### src/rtl/prog_sequencer.sv
// Program sequencer for the 9-bit accumulator processor: PC, fetch/exec/load-wait/halt FSM
// and commit strobe. Optional busy-cycle counter enabled by defining SEQ_CYCLE_COUNT_EN.
module prog_sequencer #(
    parameter int unsigned     PC_W       = 10,
    parameter logic [PC_W-1:0] START_ADDR = '0,
    parameter int unsigned     CNT_W      = 16
) (
    input  logic             Clk,
    input  logic             Reset,
    input  logic             Start,
    input  logic             Ack,
    input  logic             Branch,
    input  logic             BranchTaken,
    input  logic             MemToReg,
    input  logic [PC_W-1:0]  Target,
    output logic [PC_W-1:0]  ProgCtr,
    output logic             Fetch,
    output logic             CommitEn,
    output logic             Busy,
    output logic             Done,
    output logic [CNT_W-1:0] CycleCnt
);

    typedef enum logic [2:0] {
        StIdle,
        StFetch,
        StExec,
        StMemWait,
        StHalt
    } state_e;

    state_e          state_q, state_d;
    logic [PC_W-1:0] pc_q, pc_d;

    always_ff @(posedge Clk) begin
        if (!Reset) begin
            state_q <= StIdle;
            pc_q    <= START_ADDR;
        end else begin
            state_q <= state_d;
            pc_q    <= pc_d;
        end
    end

    always_comb begin
        state_d  = state_q;
        pc_d     = pc_q;
        Fetch    = 1'b0;
        CommitEn = 1'b0;
        Busy     = 1'b0;
        Done     = 1'b0;
        unique case (state_q)
            StIdle: begin
                if (Start) begin
                    pc_d    = START_ADDR;
                    state_d = StFetch;
                end
            end
            StFetch: begin
                Fetch   = 1'b1;
                Busy    = 1'b1;
                state_d = StExec;
            end
            StExec: begin
                Busy = 1'b1;
                // Halt outranks load, which outranks the normal commit path.
                if (Ack) begin
                    state_d = StHalt;
                end else if (MemToReg) begin
                    state_d = StMemWait;
                end else begin
                    CommitEn = 1'b1;
                    pc_d     = (Branch && BranchTaken) ? Target : pc_q + PC_W'(1);
                    state_d  = StFetch;
                end
            end
            StMemWait: begin
                Busy     = 1'b1;
                CommitEn = 1'b1;
                pc_d     = pc_q + PC_W'(1);
                state_d  = StFetch;
            end
            StHalt: begin
                Done = 1'b1;
                if (!Start) begin
                    state_d = StIdle;
                end
            end
            default: state_d = StIdle;
        endcase
    end

    assign ProgCtr = pc_q;

`ifdef SEQ_CYCLE_COUNT_EN
    logic [CNT_W-1:0] cnt_q, cnt_d;

    always_comb begin
        cnt_d = cnt_q;
        if (state_q == StIdle && Start) begin
            cnt_d = '0;
        end else if (Busy && cnt_q != '1) begin
            cnt_d = cnt_q + CNT_W'(1);
        end
    end

    always_ff @(posedge Clk) begin
        if (!Reset) begin
            cnt_q <= '0;
        end else begin
            cnt_q <= cnt_d;
        end
    end

    assign CycleCnt = cnt_q;
`else
    assign CycleCnt = '0;
`endif

endmodule

### config.mk
export PLATFORM = sky130hd
export DESIGN_NAME = prog_sequencer
export DESIGN_NICKNAME = d
export VERILOG_FILES = /design/src/rtl/prog_sequencer.sv
export SDC_FILE = /design/constraint.sdc
export NUM_CORES = 1
export LEC_CHECK = 0
export BUFFER_PORTS_ARGS = -buffer_cell sky130_fd_sc_hd__buf_2
export CAP_MARGIN = 20
export CORE_MARGIN = 2
export CORE_UTILIZATION = 45
export DETAILED_ROUTE_END_ITERATION = 12
export PLACE_DENSITY = 0.78
export SYNTH_ARGS = -nofsm -noshare
export SYNTH_HDL_FRONTEND = slang
export SYNTH_SLANG_ARGS = --single-unit
export TNS_END_PERCENT = 50
### constraint.sdc
create_clock -name Clk -period 1.8 [get_ports Clk]
set_clock_uncertainty 0.05 [all_clocks]
set_input_delay 0.18 -clock Clk [delete_from_list [all_inputs] [get_ports Clk]]
set_output_delay 0.18 -clock Clk [all_outputs]
set_load 0.02 [all_outputs]
Word-level counts from Yosys, hierarchy flattened
Cells that the tools add are included.
Storage, ports and cells
  bits in registers: 13
  input bits: 17
  output and inout bits: 30
Operators by class
  add/sub/neg operators: 1
  equal/unequal tests: 8
  multiplexer cells: 16
  reduce and logical (&&, ||, !) cells: 6
Operators by type and width (number)
  $mux 10: 4
  $pmux 10 s3: 1
  $pmux 3 s5: 1
  $add 10x1->10 const B: 1
  $mux 3: 3
  $ne 2x2->1 const B: 4
  $eq 3x2->1 const B: 2
  $mux 1: 5
  $reduce_and 4->1: 1
  $eq 3x1->1 const B: 1
  $eq 3x3->1 const B: 1
  $logic_not 3->1: 1
  $reduce_bool 3->1: 1
  $reduce_or 3->1: 1
  $mux 2: 1
  $pmux 1 s2: 1
  $reduce_and 2->1: 1
  $logic_and 1x1->1: 1

Depth between registers and ports, before layout
  depth in word-level cells: 5
  mapped depth: 8

Worst setup path after synthesis
OpenSTA, ideal clock, no wires.
  path kind: register to register
  start point: reg pc_q[0], in the netlist ProgCtr[0]
  end point: reg pc_q[6], in the netlist ProgCtr[6]
  setup time: 0.078 ns
  arrival time: 1.575 ns
  data required time: 1.672 ns
  setup slack: 0.098 ns
  stages on the path, launching flop included: 7
  buffers on the path: 0
  period minus slack after synthesis: 1.702 ns
  cells stage by stage: dfxtp_1 -> ha_1 -> nand3_1 -> or3_1 -> a31oi_1 -> a21oi_1 -> nor3_1
Between the ends
  longest elaborated chain between the ends: 5
RTL lines
  from (decl): RTL line 33  | logic [PC_W-1:0] pc_q, pc_d;
  from (signal assigned): RTL line 41  | pc_q <= pc_d;
  $add 10x1->10 *: RTL line 73, 80
  $mux 10: RTL line 73  | pc_d = (Branch && BranchTaken) ? Target : pc_q + PC_W'(1);
  $mux 10: RTL line 69  | end else if (MemToReg) begin
  $mux 10: RTL line 67  | if (Ack) begin
  $pmux 10 s3 *: RTL line 52  | unique case (state_q)
Every way passes the cells marked *; elsewhere a longest branch is shown, timed or not. The select of a mux whose other input is x is not followed.
A chain may end at the register's enable or synchronous reset.

Final worst setup path
  start point: reg state_q[0]
  end point: out CommitEn
Between the ends
  longest elaborated chain between the ends: 2
RTL lines
  from (decl): RTL line 32  | state_e state_q, state_d;
  from (signal assigned): RTL line 37  | state_q <= StIdle;
  from (signal assigned): RTL line 40  | state_q <= state_d;
  $eq 3x2->1: RTL line 52
  $pmux 1 s2 *: RTL line 52
  to (decl): RTL line 18  | output logic CommitEn,
Every way passes the cells marked *; elsewhere a longest branch is shown, timed or not.

==> summary.txt <==
Synth
  – Cell count after synthesis: 130
  – Post-synth ARST share: 0%
  – Most used DFF post-synth: dfxtp_1
  – Netlist cell types: 45
  – Seq/Total Area, Yosys: 26.5%
  – Flops & latches, synth: 13
  – EDFF count, synth: 0
  – Warnings, synthesis: 0
  – Synth Cell Area: 983 µm²
  – Syn Area/Cell: 7.56 µm²

Floorplanning
  – FP Rows: 16
  – Die area: 0.00258 mm²
  – Core Footprint: 0.00200 mm²
  – I/O pin count: 47
  – Starting Density: 49.1%
  – Die Ht: 50.8 µm
  – Die Wd: 50.8 µm

Worst hold path
  – WHS Endpoint: ProgCtr[3]
  – Critical hold path startpoint: Target[3]
  – Hold depth: 3
  – Worst hold path type: primary input to register

Placement
  – Final RePlAce weighted congestion: 0.868
  – Port Buf Inserts: 30
  – Detailed placement HPWL: 1800 µm
  – Placed inst area: 0.00110 mm²

Layout
  – # diodes: 0
  – Footprint of the multi-input gates: 626 µm²
  – Synthesis-to-finish area growth: 15.9%
  – Total Nets Final: 181
  – Share of cells above drive strength 1: 28.4%
  – Register area: 263 µm²
  – Commonest non-fill, non-tap cell in the layout: buf_2
  – Most frequent cells in the layout: 30 x buf_2, 16 x conb_1, 13 x o21ai_0
  – Final instance area: 0.00114 mm²
  – Number of fill cells: 208

Power and ir drop
  – Combinational power share: 25.9%
  – VDD IR-drop max: 462 µV
  – Clock power frac: 28.1%
  – Internal cell power: 0.000442 W
  – Power Density: 580 mW/mm²
  – Pleak: 0.526 nW
  – Net Sw Frac: 33.1%
  – Sw Pwr: 0.000218 W
  – Part of the power in registers: 45.9%

Clocking
  – Reg clk slew, reported paths: 0.08 ns
  – Inserted Clock Buffers: 3
  – Maximum root-to-sink buffer count: 2
  – Worst skew pair latency: 0.28 ns
  – CTS tree: done
  – CTS HTree Levels: 1
  – CTS root buf: clkbuf_4
  – Post CTS Setup Buffer Count: 0
  – Clk sink count: 13
  – Hold Buf Count CTS: 0

Worst setup path
  – Startpoint types: register
  – Crit path arrival time: 1.47 ns
  – Setup crit end kind: output port
  – Type of the worst setup path: register to output port
  – Worst EP required: 1.57 ns
  – FF-to-FF setup slack: 0.12 ns
  – Crit-path max FO: 6
  – R2r endpoint: ProgCtr[6]
  – Reg-to-reg startpoint: ProgCtr[1]
  – Cells on worst reg2reg path: 6

Detailed routing
  – Vias: 1019
  – Wire per inst: 12.3 µm
  – Vias per inst: 5.39
  – DRT Pass-1 Iters: 4
  – DRT iter0 DRCs: 10
  – Antenna-violating nets left: 0
  – DRC: 0
  – Routed wire length: 2330 µm

GRT
  – Vias in the first global route: 896
  – First-pass GRT wire length: 3750 µm
  – Initial antenna violation count: 0
  – Largest net degree at the start of global routing: 18
  – GRT Residual Overflow: 0
  – Gr usage total: 19.1%

Timing
  – Slew Limit Fails: 0
  – Setup TNS: 0 ns
  – Min Tclk post-route: 1.70 ns
  – Period utilisation layout: 94.5%
  – Unrepaired setup endpoints after global routing: false
  – FMAX: 0.588 GHz
  – Final Setup Violations: 0
  – Fin. Hold Viols: 0

Run
  – Maxcap violations: 0

Status
  – Status: finished, final reports clean
==> cell type report <==
class / count / share of cell area [%]
clock buffers: 4 / 2.31
inverters: 3 / 0.988
multi-input cells: 108 / 54.9
flip-flops and latches: 13 / 23.1
well taps: 27 / 2.96
repair buffers: 34 / 15.8
==> stage by stage <==
step	util, %	hold slack (ns)	worst slack (ns)	std cells	power, W
4_1_cts	56.4	0.138	0.0183	189	0.000666
6_report	56.9	0.134	0.0989	189	0.000661
3_5_place_dp	55.1	0.431	0.0760	185	0.000478
5_1_grt	56.9	0.150	0.0156	189	0.000701
2_1_floorplan	-	0.306	0.0976	145	0.000457
3_3_place_gp	55.1	0.400	0.188	185	0.000475
==> cells by family (layout without fill, tap and decap cells) <==
| logic type | after synthesis | in the layout | synth area share (%) |
|---|---|---|---|
| other | 1 | 16 | 0.381 |
| and+or+nand+nor | 49 | 49 | 28.1 |
| buffers and inverters | 24 | 41 | 16.4 |
| muxes | 1 | 1 | 1.02 |
| AOI/OAI and AO/OA | 40 | 40 | 25.4 |
| DFF | 13 | 13 | 26.5 |
| xor gates and xnor gates | 1 | 1 | 0.891 |
| adders and majority gates | 1 | 1 | 1.27 |
==> how the worst max path moves through the flow <==
stage          startpoint    endpoint  depth (start not counted)
5_1_grt        state_q[0]    CommitEn                          5
3_3_place_gp   state_q[1]  ProgCtr[9]                          5
2_1_floorplan  ProgCtr[0]  ProgCtr[6]                          6
3_5_place_dp   ProgCtr[0]  ProgCtr[6]                          6
6_report       state_q[0]    CommitEn                          5
4_1_cts        state_q[1]    CommitEn                          5
==> Yosys cell counts (all sizes together) (2+ instances only) <==
master | instances | share of area [%]
nand2 | 9 | 3.4
or2b | 2 | 1.5
a21oi | 10 | 5.1
nor3b | 3 | 2.3
and3b | 2 | 1.9
inv | 3 | 1.1
or3 | 2 | 1.3
buf | 20 | 15
nor3 | 5 | 2.5
nor2 | 8 | 3.1
o211ai | 2 | 1.5
o21ai | 14 | 7.1
nand4 | 2 | 1.3
a31oi | 4 | 2.5
dfxtp | 13 | 26
nand3 | 5 | 2.5
and2 | 3 | 2.2
==> sequential cells by signal, summed over array words and instances, names as in the netlist <==
name / flops
state_q: 3
ProgCtr: 10
==> layer usage <==
metal  GRT usage, %  part of all wire (%)  vias to the layer above
li1               -                     -                      502
met1           21.3                    43                      469
met2           34.2                    47                       42
met3           6.25                   8.0                        6
met4           5.41                   2.1                        0
met5              0                     0                        -
==> power groups by stage <==
stage / logic (W) / clock network (W) / registers [W]
floorplan: 0.000146 / 0 / 0.000311
global placement: 0.000166 / 0 / 0.000309
detailed placement: 0.000169 / 0 / 0.000310
CTS: 0.000170 / 0.000193 / 0.000303
global route: 0.000187 / 0.000210 / 0.000305
finish: 0.000171 / 0.000186 / 0.000303
==> worst max-delay path, stage by stage (launching register included) <==
cell and delay [ns]:
dfxtp_1 0.39, buf_4 0.15, o21bai_1 0.20, nand2_2 0.14
inv_1 0.13, buf_2 0.18
==> what timing repair did <==
item | 4_1_cts | 5_1_grt
endpoints found under the setup margin | 0 | 3
hold endpoints to repair | 0 | 0
gates resized for setup | 0 | 4
Power figures use the tool's default switching activity.
